==> src/rtl/falafel_req_frontend.sv <==
//------------------------------------------------------------------------------
// Module  : falafel_req_frontend (+ falafel_req_fifo)
// Brief   : Host command demux into alloc/free request FIFOs, and response FIFO
//           returning core results to the host, with sticky protocol errors.
// Revision: 1.0 - initial release
//------------------------------------------------------------------------------
`default_nettype none

module falafel_req_fifo #(
    parameter int DATA_W = 32,
    parameter int DEPTH  = 4
) (
    input  logic              clk,
    input  logic              rst,
    input  logic              push,
    input  logic              pop,
    input  logic [DATA_W-1:0] din,
    output logic              empty,
    output logic              full,
    output logic [DATA_W-1:0] head
);
    localparam int c_addr_w = $clog2(DEPTH);
    localparam int c_ptr_w  = c_addr_w + 1;
    localparam logic [c_ptr_w-1:0] c_full_count = c_ptr_w'(DEPTH);
    localparam logic [c_ptr_w-1:0] c_last_ptr   = c_ptr_w'(DEPTH - 1);

    logic [DATA_W-1:0]  r_mem [DEPTH];
    logic [c_ptr_w-1:0] r_wr_ptr;
    logic [c_ptr_w-1:0] r_rd_ptr;
    logic [c_ptr_w-1:0] r_count;
    logic [c_ptr_w-1:0] w_wr_ptr_nxt;
    logic [c_ptr_w-1:0] w_rd_ptr_nxt;

    // Pointers carry one spare bit but wrap explicitly at DEPTH-1.
    assign w_wr_ptr_nxt = (r_wr_ptr == c_last_ptr) ? '0 : r_wr_ptr + c_ptr_w'(1);
    assign w_rd_ptr_nxt = (r_rd_ptr == c_last_ptr) ? '0 : r_rd_ptr + c_ptr_w'(1);

    assign empty = (r_count == '0);
    assign full  = (r_count == c_full_count);
    assign head  = r_mem[r_rd_ptr[c_addr_w-1:0]];

    always_ff @(posedge clk) begin
        if (rst) begin
            r_wr_ptr <= '0;
            r_rd_ptr <= '0;
            r_count  <= '0;
            for (int i = 0; i < DEPTH; i++) begin
                r_mem[i] <= '0;
            end
        end else begin
            if (push) begin
                r_mem[r_wr_ptr[c_addr_w-1:0]] <= din;
                r_wr_ptr <= w_wr_ptr_nxt;
            end
            if (pop) begin
                r_rd_ptr <= w_rd_ptr_nxt;
            end
            if (push && !pop) begin
                r_count <= r_count + c_ptr_w'(1);
            end else if (pop && !push) begin
                r_count <= r_count - c_ptr_w'(1);
            end
        end
    end
endmodule

module falafel_req_frontend #(
    parameter int DATA_W = 32,
    parameter int DEPTH  = 4
) (
    input  logic              clk_i,
    input  logic              rst_i,
    input  logic              cmd_val_i,
    output logic              cmd_rdy_o,
    input  logic [1:0]        cmd_op_i,
    input  logic [DATA_W-1:0] cmd_data_i,
    output logic              rsp_val_o,
    input  logic              rsp_rdy_i,
    output logic [DATA_W-1:0] rsp_data_o,
    output logic              alloc_fifo_empty_o,
    input  logic              alloc_fifo_read_i,
    output logic [DATA_W-1:0] alloc_fifo_dout_o,
    output logic              free_fifo_empty_o,
    input  logic              free_fifo_read_i,
    output logic [DATA_W-1:0] free_fifo_dout_o,
    output logic              resp_fifo_full_o,
    input  logic              resp_fifo_write_i,
    input  logic [DATA_W-1:0] resp_fifo_din_i,
    output logic              err_illegal_op_o,
    output logic              err_overflow_o,
    output logic              err_underflow_o
);
    localparam logic [1:0] c_op_alloc = 2'b00;
    localparam logic [1:0] c_op_free  = 2'b01;

    logic w_alloc_full;
    logic w_free_full;
    logic w_resp_empty;
    logic w_resp_full;
    logic w_cmd_fire;
    logic w_alloc_push;
    logic w_free_push;
    logic w_illegal;
    logic w_alloc_pop;
    logic w_free_pop;
    logic w_rsp_pop;
    logic w_resp_push;
    logic w_underflow;
    logic w_overflow;
    logic r_err_illegal;
    logic r_err_overflow;
    logic r_err_underflow;

    assign cmd_rdy_o  = !rst_i && !w_alloc_full && !w_free_full;
    assign w_cmd_fire = cmd_val_i && cmd_rdy_o;

    assign w_alloc_push = w_cmd_fire && (cmd_op_i == c_op_alloc);
    assign w_free_push  = w_cmd_fire && (cmd_op_i == c_op_free);
    assign w_illegal    = w_cmd_fire && cmd_op_i[1];

    assign w_alloc_pop = alloc_fifo_read_i && !alloc_fifo_empty_o;
    assign w_free_pop  = free_fifo_read_i && !free_fifo_empty_o;
    assign w_underflow = (alloc_fifo_read_i && alloc_fifo_empty_o)
                       || (free_fifo_read_i && free_fifo_empty_o);

    // A full response FIFO still takes a write when the host drains it in the same cycle.
    assign w_rsp_pop   = !w_resp_empty && rsp_rdy_i;
    assign w_resp_push = resp_fifo_write_i && (!w_resp_full || w_rsp_pop);
    assign w_overflow  = resp_fifo_write_i && w_resp_full && !w_rsp_pop;

    assign rsp_val_o        = !w_resp_empty;
    assign resp_fifo_full_o = w_resp_full;
    assign err_illegal_op_o = r_err_illegal;
    assign err_overflow_o   = r_err_overflow;
    assign err_underflow_o  = r_err_underflow;

    falafel_req_fifo #(.DATA_W(DATA_W), .DEPTH(DEPTH)) u_alloc_fifo (
        .clk   (clk_i),
        .rst   (rst_i),
        .push  (w_alloc_push),
        .pop   (w_alloc_pop),
        .din   (cmd_data_i),
        .empty (alloc_fifo_empty_o),
        .full  (w_alloc_full),
        .head  (alloc_fifo_dout_o)
    );

    falafel_req_fifo #(.DATA_W(DATA_W), .DEPTH(DEPTH)) u_free_fifo (
        .clk   (clk_i),
        .rst   (rst_i),
        .push  (w_free_push),
        .pop   (w_free_pop),
        .din   (cmd_data_i),
        .empty (free_fifo_empty_o),
        .full  (w_free_full),
        .head  (free_fifo_dout_o)
    );

    falafel_req_fifo #(.DATA_W(DATA_W), .DEPTH(DEPTH)) u_resp_fifo (
        .clk   (clk_i),
        .rst   (rst_i),
        .push  (w_resp_push),
        .pop   (w_rsp_pop),
        .din   (resp_fifo_din_i),
        .empty (w_resp_empty),
        .full  (w_resp_full),
        .head  (rsp_data_o)
    );

    always_ff @(posedge clk_i) begin
        if (rst_i) begin
            r_err_illegal   <= 1'b0;
            r_err_overflow  <= 1'b0;
            r_err_underflow <= 1'b0;
        end else begin
            if (w_illegal) begin
                r_err_illegal <= 1'b1;
            end
            if (w_overflow) begin
                r_err_overflow <= 1'b1;
            end
            if (w_underflow) begin
                r_err_underflow <= 1'b1;
            end
        end
    end
endmodule

`default_nettype wire

==> config.mk <==
export PLATFORM = sky130hd
export DESIGN_NAME = falafel_req_frontend
export DESIGN_NICKNAME = d
export VERILOG_FILES = /design/src/rtl/falafel_req_frontend.sv
export SDC_FILE = /design/constraint.sdc
export NUM_CORES = 1
export LEC_CHECK = 0
export BUFFER_PORTS_ARGS = -buffer_cell sky130_fd_sc_hd__buf_2
export CAP_MARGIN = 10
export CORE_MARGIN = 5
export CORE_UTILIZATION = 64
export DETAILED_ROUTE_END_ITERATION = 12
export GPL_TIMING_DRIVEN = 0
export MAX_ROUTING_LAYER = met4
export PLACE_DENSITY = 0.95
export RECOVER_POWER = 100
export SYNTH_ARGS = -nofsm -noshare
export SYNTH_HDL_FRONTEND = slang
export SYNTH_SLANG_ARGS = --single-unit
export TNS_END_PERCENT = 30
==> constraint.sdc <==
create_clock -name clk_i -period 4.3 [get_ports clk_i]
set_input_delay 0.645 -clock clk_i [delete_from_list [all_inputs] [get_ports clk_i]]
set_output_delay 0.645 -clock clk_i [all_outputs]
set_load 0.1 [all_outputs]
==> results of run 1 <==
[power groups by stage]
stage          Sequential (mW)  Clock [mW]  Combinational (mW)
2_1_floorplan             5.00           0                3.70
3_3_place_gp              4.98           0                4.41
3_5_place_dp              5.01           0                4.47
4_1_cts                   4.94        3.56                4.54
5_1_grt                   4.97        3.75                4.62
6_report                  4.95        3.56                4.47
[routing by layer]
metal / vias up / routed length, um / track usage, %
li1: 4612 / - / -
met1: 5468 / 15500 / 34.5
met2: 688 / 23500 / 48.3
met3: 120 / 4410 / 6.77
met4: 0 / 1440 / 8.29
met5: - / 0 / -
[cells by family (layout without fill, tap and decap cells)]
kind of cell | Yosys count | after routing | synth area share, %
xor+xnor | 6 | 6 | 0.285
flops | 420 | 420 | 66.6
fa+ha+maj | 12 | 12 | 0.938
other cells | 0 | 8 | 0
mux | 103 | 103 | 12.1
simple gates | 469 | 469 | 16.7
buf+inv | 80 | 335 | 2.28
compound gates | 34 | 34 | 1.12
[registers in the layout (all words and copies together), names as in the netlist, named ones only]
signal and count:
u_resp_fifo.r_wr_ptr 3, u_alloc_fifo.r_wr_ptr 3, u_resp_fifo.r_count 3, err_overflow_o 1, err_illegal_op_o 1, u_alloc_fifo.r_rd_ptr 3, u_resp_fifo.r_mem 128, u_free_fifo.r_mem 128
u_free_fifo.r_wr_ptr 3, u_alloc_fifo.r_mem 128, u_alloc_fifo.r_count 3, u_free_fifo.r_count 3, err_underflow_o 1, u_resp_fifo.r_rd_ptr 3, u_free_fifo.r_rd_ptr 3
[stage by stage]
step                      hold WS [ns]  setup slack [ns]
after floorplan                  0.422             0.415
after global placement           0.432             0.657
after detailed placement         0.435             0.940
after CTS                        0.368              1.01
after global routing             0.404             0.459
final                            0.395             0.642
[area by class of cell]
class	count	area share (%)
Sequential cell	420	58.6
Multi-Input combinational cell	624	26.9
Clock buffer	58	5.60
Timing Repair Buffer	179	4.33
Tap cell	384	2.30
Buffer	67	1.24
Clock inverter	18	0.730
Inverter	13	0.233
Antenna cell	8	0.0957
[worst max path at each step]
stage,start,endpoint,slack [ns],depth (start not counted)
after floorplan,rst_i,cmd_rdy_o,0.41,4
after global placement,rst_i,u_free_fifo.r_mem[0][7],0.66,5
after detailed placement,cmd_op_i[1],u_free_fifo.r_count[2],0.94,11
after CTS,flop,alloc_fifo_dout_o[1],1.01,4
after global routing,flop,alloc_fifo_dout_o[10],0.46,4
final,flop,free_fifo_dout_o[16],0.64,4
[worst min-delay path, stage by stage]
cell	delay (ns)
buf_2	0.12
nand4_1	0.07
o21ai_0	0.07
[placed cells by master, fill, tap and decap left out, types with 3 or more instances in the layout]
cell type	n
dfxtp_1	36
edfxtp_1	384
nand2_1	7
nor2_1	11
buf_1	4
buf_2	108
nor3_1	6
a21oi_1	18
clkinv_1	8
or2_2	4
or4b_4	3
clkbuf_2	54
diode_2	8
and2_0	284
ha_1	9
or3_1	7
nand2b_1	14
inv_1	13
nand3b_1	3
clkinv_2	6
o31a_1	3
or2_1	3
clkbuf_1	87
o21ai_0	6
xor2_1	6
fa_1	3
nor2b_1	3
mux2i_1	5
clkbuf_16	43
and2_1	100
nor4_1	8
mux4_2	96
clkbuf_8	4
==> results.sh, run 1 <==
export IMPL_crit_arrival_ns=3.01
export IMPL_drtIter0Drc=1419
export IMPL_cts_tree="done"
export IMPL_status="complete, but fails checks"
export IMPL_synth_cell_types=43
export IMPL_place_area_um2=19800
export IMPL_async_reset_ff_share_pct=0
export IMPL_hp_start="resp_fifo_write_i"
export IMPL_clkTransAtPathRegs_ns=0.06
export IMPL_period_share_pct=85.1
export IMPL_p_clk_share_pct=27.4
export IMPL_timing_slew_headroom_pct=-17.8
export IMPL_crit_chain="clkbuf_1 > clkbuf_1 > mux4_2 > clkbuf_2"
export IMPL_setup_viol=0
export IMPL_p_total_mw=13.0
export IMPL_finalClockSkew_ns=0.0213
export IMPL_syn_cell_area_um2=18400
export IMPL_grt_max_degree=33
export IMPL_drv_slew=165
export IMPL_r2r_cells=5
export IMPL_powerDensity_nw_per_um2=620
export IMPL_gp_congestion=0.796
export IMPL_required_ns=3.65
export IMPL_cell_internal_pwr_mw=7.77
export IMPL_yosysTopAreaCellShare_pct=62.6
export IMPL_critPathMaxFanout=10
export IMPL_core_area_um2=28500
export IMPL_synth_area_per_cell_um2=16.4
export IMPL_setup_tns_final_ns=0
export IMPL_seqCellArea_um2=12300
export IMPL_root_buffer="clkbuf_16"
export IMPL_clock_sinks=420
export IMPL_reg2reg_from="u_alloc_fifo.r_count[0]"
export IMPL_insertion_delay_ns=0.55
export IMPL_gr_total_overflow=0
export IMPL_via_count=10900
export IMPL_grt_usage_pct=28.5
export IMPL_ys_flop_type="edfxtp_1"
export IMPL_end_kind="output port"
export IMPL_ys_warn_count=0
export IMPL_fin_cells=1771
export IMPL_path_buf_inv=3
export IMPL_yosysSeqAreaShare_pct=66.6
export IMPL_die_y_um=180
export IMPL_hold_viol=0
export IMPL_r2r_slack_ns=0.65
export IMPL_switchingPower_mw=5.21
export IMPL_post_cts_buffers=0
export IMPL_fp_dieW_um=180
export IMPL_routed_wl_um=44800
export IMPL_seqPwrFrac_pct=38.1
export IMPL_synth_seq_cells=420
export IMPL_cap_violations=5
export IMPL_max_stage_delay_ns=0.78
export IMPL_hp_class="input pin to flop"
export IMPL_synth_fp_nets=1209
export IMPL_hpwl_um=26800
export IMPL_design_area_um2=20900
export IMPL_synthCells=1124
export IMPL_post_cts_resize_count=0
export IMPL_crit_path_frequent_cell="clkbuf_1"
export IMPL_sw_frac_of_total_pct=40.2
export IMPL_num_rows=62
export IMPL_post_drt_wl_per_cell_um=25.3
export IMPL_drive_gt1_share_pct=23.9
export IMPL_area_growth_pct=13.7
export IMPL_io_buffers=176
export IMPL_dp_cells=1687
export IMPL_cts_max_level=2
export IMPL_worstSetupStartpointType="flop"
export IMPL_die_area_um2=32300
export IMPL_vias_per_cell=6.15
export IMPL_power_frac_comb_pct=34.5
export IMPL_min_to="u_resp_fifo.r_wr_ptr[0]"
export IMPL_worst_pin_slew_ns=1.77
export IMPL_cts_buffers_inserted=42
export IMPL_grt_pass1_wl_um=68300
export IMPL_min_delay_path_depth=3
export IMPL_crit_family="buffers and inverters"
export IMPL_antenna_found_initial=7
export IMPL_violations="capacitance limit, slew limit"
export IMPL_postCtsHoldBufs=0
export IMPL_synth_edf_count=384
export IMPL_peakVddDrop_mv=0.407
export IMPL_drc=0
export IMPL_drt_pass1_iter_count=5
export IMPL_grt_pass1_vias=11500
export IMPL_synthTopCellsByArea="edfxtp_1, and2_1, mux4_2, dfxtp_1, buf_6"
export IMPL_drtAntennaViolNets=0
export IMPL_synth_common_cells="and2_1, edfxtp_1, mux4_2"
export IMPL_multi_input_area_um2=5630
export IMPL_io_pins=177
export IMPL_power_leakage_nw=7.52
export IMPL_path_class="flop to output port"
export IMPL_post_route_util_pct=73.3
export IMPL_rsz0062_at_grt="no"
export IMPL_nets=1432
export IMPL_clockBufferDepth=3
export IMPL_fmax_mhz=273
export IMPL_period_needed_ns=3.66
export IMPL_initial_utilization_pct=64.5
export IMPL_yosysTopAreaCell="edfxtp_1"
export IMPL_fillers=1622
export IMPL_slowest_stage="clkbuf_1"
export IMPL_r2r_end="u_free_fifo.r_mem[0][19]"
Power figures use the tool's default switching activity.
==> run 2: changes to the inputs <==
--- a/config.mk
+++ b/config.mk
@@ -7,8 +7,11 @@
 export LEC_CHECK = 0
 export BUFFER_PORTS_ARGS = -buffer_cell sky130_fd_sc_hd__buf_2
 export CAP_MARGIN = 10
+export CELL_PAD_IN_SITES_DETAIL_PLACEMENT = 0
+export CELL_PAD_IN_SITES_GLOBAL_PLACEMENT = 1
 export CORE_MARGIN = 5
-export CORE_UTILIZATION = 64
+export CORE_UTILIZATION = 54
+export CTS_CLUSTER_DIAMETER = 200
 export DETAILED_ROUTE_END_ITERATION = 12
 export GPL_TIMING_DRIVEN = 0
 export MAX_ROUTING_LAYER = met4
==> results.sh, run 2 (synthesis gave the netlist of run 1 again) <==
export IMPL_critPathMaxFanout=21
export IMPL_grt_usage_pct=21.3
export IMPL_antenna_found_initial=4
export IMPL_cts_buffers_inserted=44
export IMPL_path_class="flop to flop"
export IMPL_finalClockSkew_ns=0.0120
export IMPL_setup_viol=0
export IMPL_worstSetupStartpointType="flop"
export IMPL_place_area_um2=19900
export IMPL_hold_viol=0
export IMPL_slowest_stage="nor4_1"
export IMPL_routed_wl_um=38800
export IMPL_hp_class="input pin to flop"
export IMPL_required_ns=4.54
export IMPL_drtIter0Drc=681
export IMPL_vias_per_cell=5.53
export IMPL_die_area_um2=37900
export IMPL_status="complete, but fails checks"
export IMPL_peakVddDrop_mv=0.554
export IMPL_postCtsHoldBufs=0
export IMPL_drc=0
export IMPL_fin_cells=1833
export IMPL_switchingPower_mw=5.07
export IMPL_io_pins=177
export IMPL_post_cts_buffers=0
export IMPL_post_cts_resize_count=0
export IMPL_num_rows=67
export IMPL_drive_gt1_share_pct=24.0
export IMPL_fin_ws_ns=0.557
export IMPL_violations="capacitance limit, slew limit"
export IMPL_grt_pass1_wl_um=60700
export IMPL_via_count=10100
export IMPL_use_met2_pct=33.8
export IMPL_period_needed_ns=3.74
export IMPL_max_stage_delay_ns=1.27
export IMPL_die_y_um=195
export IMPL_nets=1434
export IMPL_insertion_delay_ns=0.54
export IMPL_layout_common_cells="edfxtp_1, and2_0, and2_1"
export IMPL_crit_arrival_ns=3.98
export IMPL_period_share_pct=87.0
export IMPL_post_drt_wl_per_cell_um=21.2
export IMPL_gr_total_overflow=0
export IMPL_design_area_um2=21000
export IMPL_met3_usage_pct=3.15
export IMPL_hold_slack_ns=0.370
export IMPL_use_met1_pct=29.5
export IMPL_crit_family="simple AND/OR/NAND/NOR gates"
export IMPL_fp_dieW_um=195
export IMPL_worst_pin_slew_ns=1.76
export IMPL_clockBufferDepth=3
export IMPL_grt_max_degree=33
export IMPL_dp_slack_ns=0.615
export IMPL_root_buffer="clkbuf_16"
export IMPL_gp_congestion=0.777
export IMPL_area_growth_pct=14.2
export IMPL_fmax_mhz=267
export IMPL_p_total_mw=12.9
export IMPL_core_area_um2=33600
export IMPL_setup_tns_final_ns=0
export IMPL_sw_frac_of_total_pct=39.4
export IMPL_dp_cells=1751
export IMPL_path_buf_inv=2
export IMPL_drt_pass1_iter_count=7
export IMPL_cell_internal_pwr_mw=7.79
export IMPL_cap_violations=10
export IMPL_initial_utilization_pct=54.8
export IMPL_power_leakage_nw=7.59
export IMPL_grt_pass1_vias=10600
export IMPL_powerDensity_nw_per_um2=612
export IMPL_busiest_layer="met2"
export IMPL_crit_chain="nor3b_1 > clkbuf_1 > nor4_1 > or2_0 > buf_12"
export IMPL_clock_sinks=420
export IMPL_p_clk_share_pct=27.7
export IMPL_hpwl_um=25200
export IMPL_drtAntennaViolNets=0
export IMPL_io_buffers=176
export IMPL_drv_slew=213
export IMPL_seqPwrFrac_pct=38.2
export IMPL_cts_max_level=2
export IMPL_power_frac_comb_pct=34.1
export IMPL_cts_tree="done"
export IMPL_clkTransAtPathRegs_ns=0.06
export IMPL_post_route_util_pct=62.5
export IMPL_timing_slew_headroom_pct=-17.5
export IMPL_reg_top3="u_alloc_fifo.r_mem: 128 flops, u_free_fifo.r_mem: 128 flops, u_resp_fifo.r_mem: 128 flops"
export IMPL_layout_commonest_cell="edfxtp_1"
export IMPL_end_kind="flop"
export IMPL_rsz0062_at_grt="no"
==> run 2: layer usage <==
layer,vias to the layer above,share of wire [%]
met5,-,0
met2,319,50
met3,52,6.3
met4,0,1.7
li1,4618,-
met1,5151,42
==> run 2: cell type report <==
| cell class | instances | area, um^2 |
|---|---|---|
| Fill cell | 2486 | 12600 |
| Sequential cell | 420 | 12300 |
| Multi-Input combinational cell | 624 | 5640 |
| Clock buffer | 61 | 1190 |
| Timing Repair Buffer | 179 | 892 |
| Tap cell | 448 | 561 |
| Buffer | 67 | 264 |
| Clock inverter | 17 | 160 |
| Inverter | 13 | 48.8 |
| Antenna cell | 4 | 10.0 |
==> run 2: path summary, 6_finish.rpt <==
check                                from                       end  slack (ns)  depth (start not counted)
setup / recovery   u_free_fifo.r_count[0]  u_free_fifo.r_mem[0][27]        0.56                          5
setup reg to reg   u_free_fifo.r_count[0]  u_free_fifo.r_mem[0][27]        0.56                          5
hold / removal           free_fifo_read_i           err_underflow_o        0.37                          3
hold reg to reg   u_resp_fifo.r_wr_ptr[2]   u_resp_fifo.r_wr_ptr[2]        0.45                          2
==> run 2: power by group through the flow <==
stage	sequential [mW]	combinational (mW)	clock [mW]
global route	4.95	4.56	3.79
global placement	4.98	4.43	0
finish	4.91	4.38	3.56
floorplan	5.00	3.70	0
detailed placement	5.00	4.46	0
CTS	4.92	4.47	3.61
==> run 2: tightest hold or removal path: cells and delay by family <==
kind / cells / cell delay [ns]
compound gates: 1 / 0.07
buf+inv: 1 / 0.10
simple gates: 1 / 0.07
==> run 3: changes to the inputs <==
--- a/config.mk
+++ b/config.mk
@@ -5,12 +5,13 @@
 export SDC_FILE = /design/constraint.sdc
 export NUM_CORES = 1
 export LEC_CHECK = 0
+export ABC_AREA = 1
 export BUFFER_PORTS_ARGS = -buffer_cell sky130_fd_sc_hd__buf_2
 export CAP_MARGIN = 10
 export CELL_PAD_IN_SITES_DETAIL_PLACEMENT = 0
 export CELL_PAD_IN_SITES_GLOBAL_PLACEMENT = 1
 export CORE_MARGIN = 5
-export CORE_UTILIZATION = 54
+export CORE_UTILIZATION = 51
 export CTS_CLUSTER_DIAMETER = 200
 export DETAILED_ROUTE_END_ITERATION = 12
 export GPL_TIMING_DRIVEN = 0
==> constraint.sdc (replaced) <==
create_clock -name clk_i -period 4.8 [get_ports clk_i]
set_input_delay 0.72 -clock clk_i [delete_from_list [all_inputs] [get_ports clk_i]]
set_output_delay 0.72 -clock clk_i [all_outputs]
set_load 0.1 [all_outputs]
==> results.sh, run 3 <==
export IMPL_status="complete, but fails checks"
export IMPL_violations="capacitance limit, slew limit"
export IMPL_peakVddDrop_mv=0.951
export IMPL_synthCells=1665
export IMPL_grt_max_degree=33
export IMPL_crit_path_frequent_cell="clkbuf_1"
export IMPL_period_share_pct=83.6
export IMPL_cts_max_level=2
export IMPL_layout_commonest_cell="nor2_1"
export IMPL_area_growth_pct=14.0
export IMPL_yosysTopAreaCellShare_pct=63.7
export IMPL_die_y_um=198
export IMPL_max_stage_delay_ns=0.90
export IMPL_hpwl_um=32300
export IMPL_hold_viol=0
export IMPL_powerDensity_nw_per_um2=715
export IMPL_min_delay_path_depth=2
export IMPL_nets=1977
export IMPL_die_area_um2=39400
export IMPL_min_to="u_resp_fifo.r_rd_ptr[2]"
export IMPL_io_pins=177
export IMPL_period_needed_ns=4.01
export IMPL_async_reset_ff_share_pct=0
export IMPL_drt_pass1_iter_count=8
export IMPL_post_cts_buffers=0
export IMPL_worstSetupStartpointType="flop"
export IMPL_synth_fp_nets=1750
export IMPL_synth_seq_cells=420
export IMPL_setup_tns_final_ns=0
export IMPL_ys_flop_type="edfxtp_1"
export IMPL_insertion_delay_ns=0.54
export IMPL_post_route_util_pct=58.5
export IMPL_drtAntennaViolNets=0
export IMPL_post_cts_resize_count=0
export IMPL_reg_top3="u_alloc_fifo.r_mem: 128 flops, u_free_fifo.r_mem: 128 flops, u_resp_fifo.r_mem: 128 flops"
export IMPL_worst_pin_slew_ns=2.78
export IMPL_setup_viol=0
export IMPL_crit_arrival_ns=3.29
export IMPL_fmax_mhz=249
export IMPL_hold_slack_ns=0.459
export IMPL_synth_edf_count=384
export IMPL_gp_congestion=0.851
export IMPL_drtIter0Drc=1441
export IMPL_hp_start="u_resp_fifo.r_rd_ptr[2]"
export IMPL_cts_tree="done"
export IMPL_synth_common_cells="nor2_1, edfxtp_1, o21ai_0"
export IMPL_syn_cell_area_um2=18100
export IMPL_fin_ws_ns=0.787
export IMPL_synthTopCellsByArea="edfxtp_1, nor2_1, o21ai_0, dfxtp_1, o22ai_1"
export IMPL_drive_gt1_share_pct=7.96
export IMPL_critPathMaxFanout=10
export IMPL_rsz0062_at_grt="no"
export IMPL_post_drt_wl_per_cell_um=20.4
export IMPL_reg2reg_from="u_alloc_fifo.r_count[0]"
export IMPL_num_rows=69
export IMPL_crit_chain="clkbuf_1 > clkinv_1 > clkbuf_1 > nor2_1 > o22ai_1 > clkbuf_1"
export IMPL_r2r_slack_ns=0.94
export IMPL_drc=0
export IMPL_slowest_stage="clkbuf_1"
export IMPL_root_buffer="clkbuf_16"
export IMPL_vias_per_cell=5.81
export IMPL_yosysSeqAreaShare_pct=67.6
export IMPL_io_buffers=176
export IMPL_routed_wl_um=48700
export IMPL_hp_class="flop to flop"
export IMPL_required_ns=4.08
export IMPL_grt_pass1_vias=13700
export IMPL_finalClockSkew_ns=0.0146
export IMPL_grt_pass1_wl_um=74300
export IMPL_fp_dieW_um=198
export IMPL_path_class="flop to output port"
export IMPL_end_kind="output port"
export IMPL_cap_violations=6
export IMPL_synth_area_per_cell_um2=10.9
export IMPL_r2r_end="u_free_fifo.r_mem[0][7]"
export IMPL_diodes=0
export IMPL_postCtsHoldBufs=0
export IMPL_gr_total_overflow=0
export IMPL_layout_common_cells="nor2_1, edfxtp_1, o21ai_0"
export IMPL_drv_slew=145
export IMPL_cts_buffers_inserted=43
export IMPL_timing_slew_headroom_pct=-87.4
export IMPL_power_leakage_nw=7.95
export IMPL_initial_utilization_pct=51.3
export IMPL_dp_slack_ns=1.69
export IMPL_clock_sinks=420
export IMPL_r2r_cells=7
export IMPL_grt_usage_pct=25.0
export IMPL_clockBufferDepth=3
export IMPL_synth_most_common_cell="nor2_1"
export IMPL_synth_cell_types=28
export IMPL_clkTransAtPathRegs_ns=0.06
export IMPL_core_area_um2=35300
export IMPL_via_count=13900
export IMPL_yosysTopAreaCell="edfxtp_1"
export IMPL_ys_warn_count=0
export IMPL_antenna_found_initial=0
## run 3: layout make-up
type | instances | area [um^2]
clock buffers | 52 | 1160
fillers | 2944 | 14700
flip-flops and latches | 420 | 12300
clock inverters | 24 | 244
multi-input cells | 1020 | 4710
repair buffers | 182 | 853
plain buffers | 108 | 408
well taps | 461 | 577
inverters | 117 | 439
## run 3: logic make-up (layout without fill, tap and decap cells)
kind of cell / after synthesis / after routing / share of synthesized area [%]
and+or+nand+nor: 681 / 681 / 15.9
xor gates and xnor gates: 1 / 1 / 0.0484
buffers and inverters: 225 / 483 / 5.77
adders and majority gates: 12 / 12 / 0.953
DFF: 420 / 420 / 67.6
AOI/OAI and AO/OA: 326 / 326 / 9.73
## run 3: per-layer routing
metal  up-vias  share of wire [%]  global-route usage (%)
li1       6275                  -                       -
met1      6750                 38                    32.4
met2       731                 50                    41.2
met3       105                9.1                    3.47
met4         0                2.9                    7.98
met5         -                  0                       -
## run 3: report_power, final
part           switching (mW)  internal, mW
sequential              0.142          4.39
combinational            6.00         0.887
clock                    1.36          1.99
total                    7.50          7.27
## run 3: worst max-delay path by stage
stage | start | end | slack, ns | depth (start not counted)
finish | flop | alloc_fifo_dout_o[1] | 0.79 | 6
global route | u_alloc_fifo.r_count[0] | u_free_fifo.r_mem[0][2] | 0.64 | 7
CTS | flop | alloc_fifo_dout_o[11] | 1.36 | 6
detailed placement | rst_i | u_alloc_fifo.r_mem[0][6] | 1.69 | 4
global placement | rst_i | u_resp_fifo.r_mem[0][28] | -1.02 | 5
floorplan | u_resp_fifo.r_count[0] | u_resp_fifo.r_mem[3][0] | 0.75 | 6
## run 3: stage by stage
stage | area [um^2] | total power [mW] | cells
floorplan | 18100 | 10.2 | 1665
global placement | 19600 | 11.5 | 2302
detailed placement | 19800 | 11.7 | 2308
CTS | 21200 | 15.0 | 2384
global route | 20600 | 15.3 | 2384
finish | 20600 | 14.8 | 2384
## run 3: worst max-delay path: cells and delay by family (launching register included)
family	cells	cell delay, ns
AOI/OAI and AO/OA	1	0.34
buffers and inverters	4	2.00
DFF	1	0.31
and+or+nand+nor	1	0.09
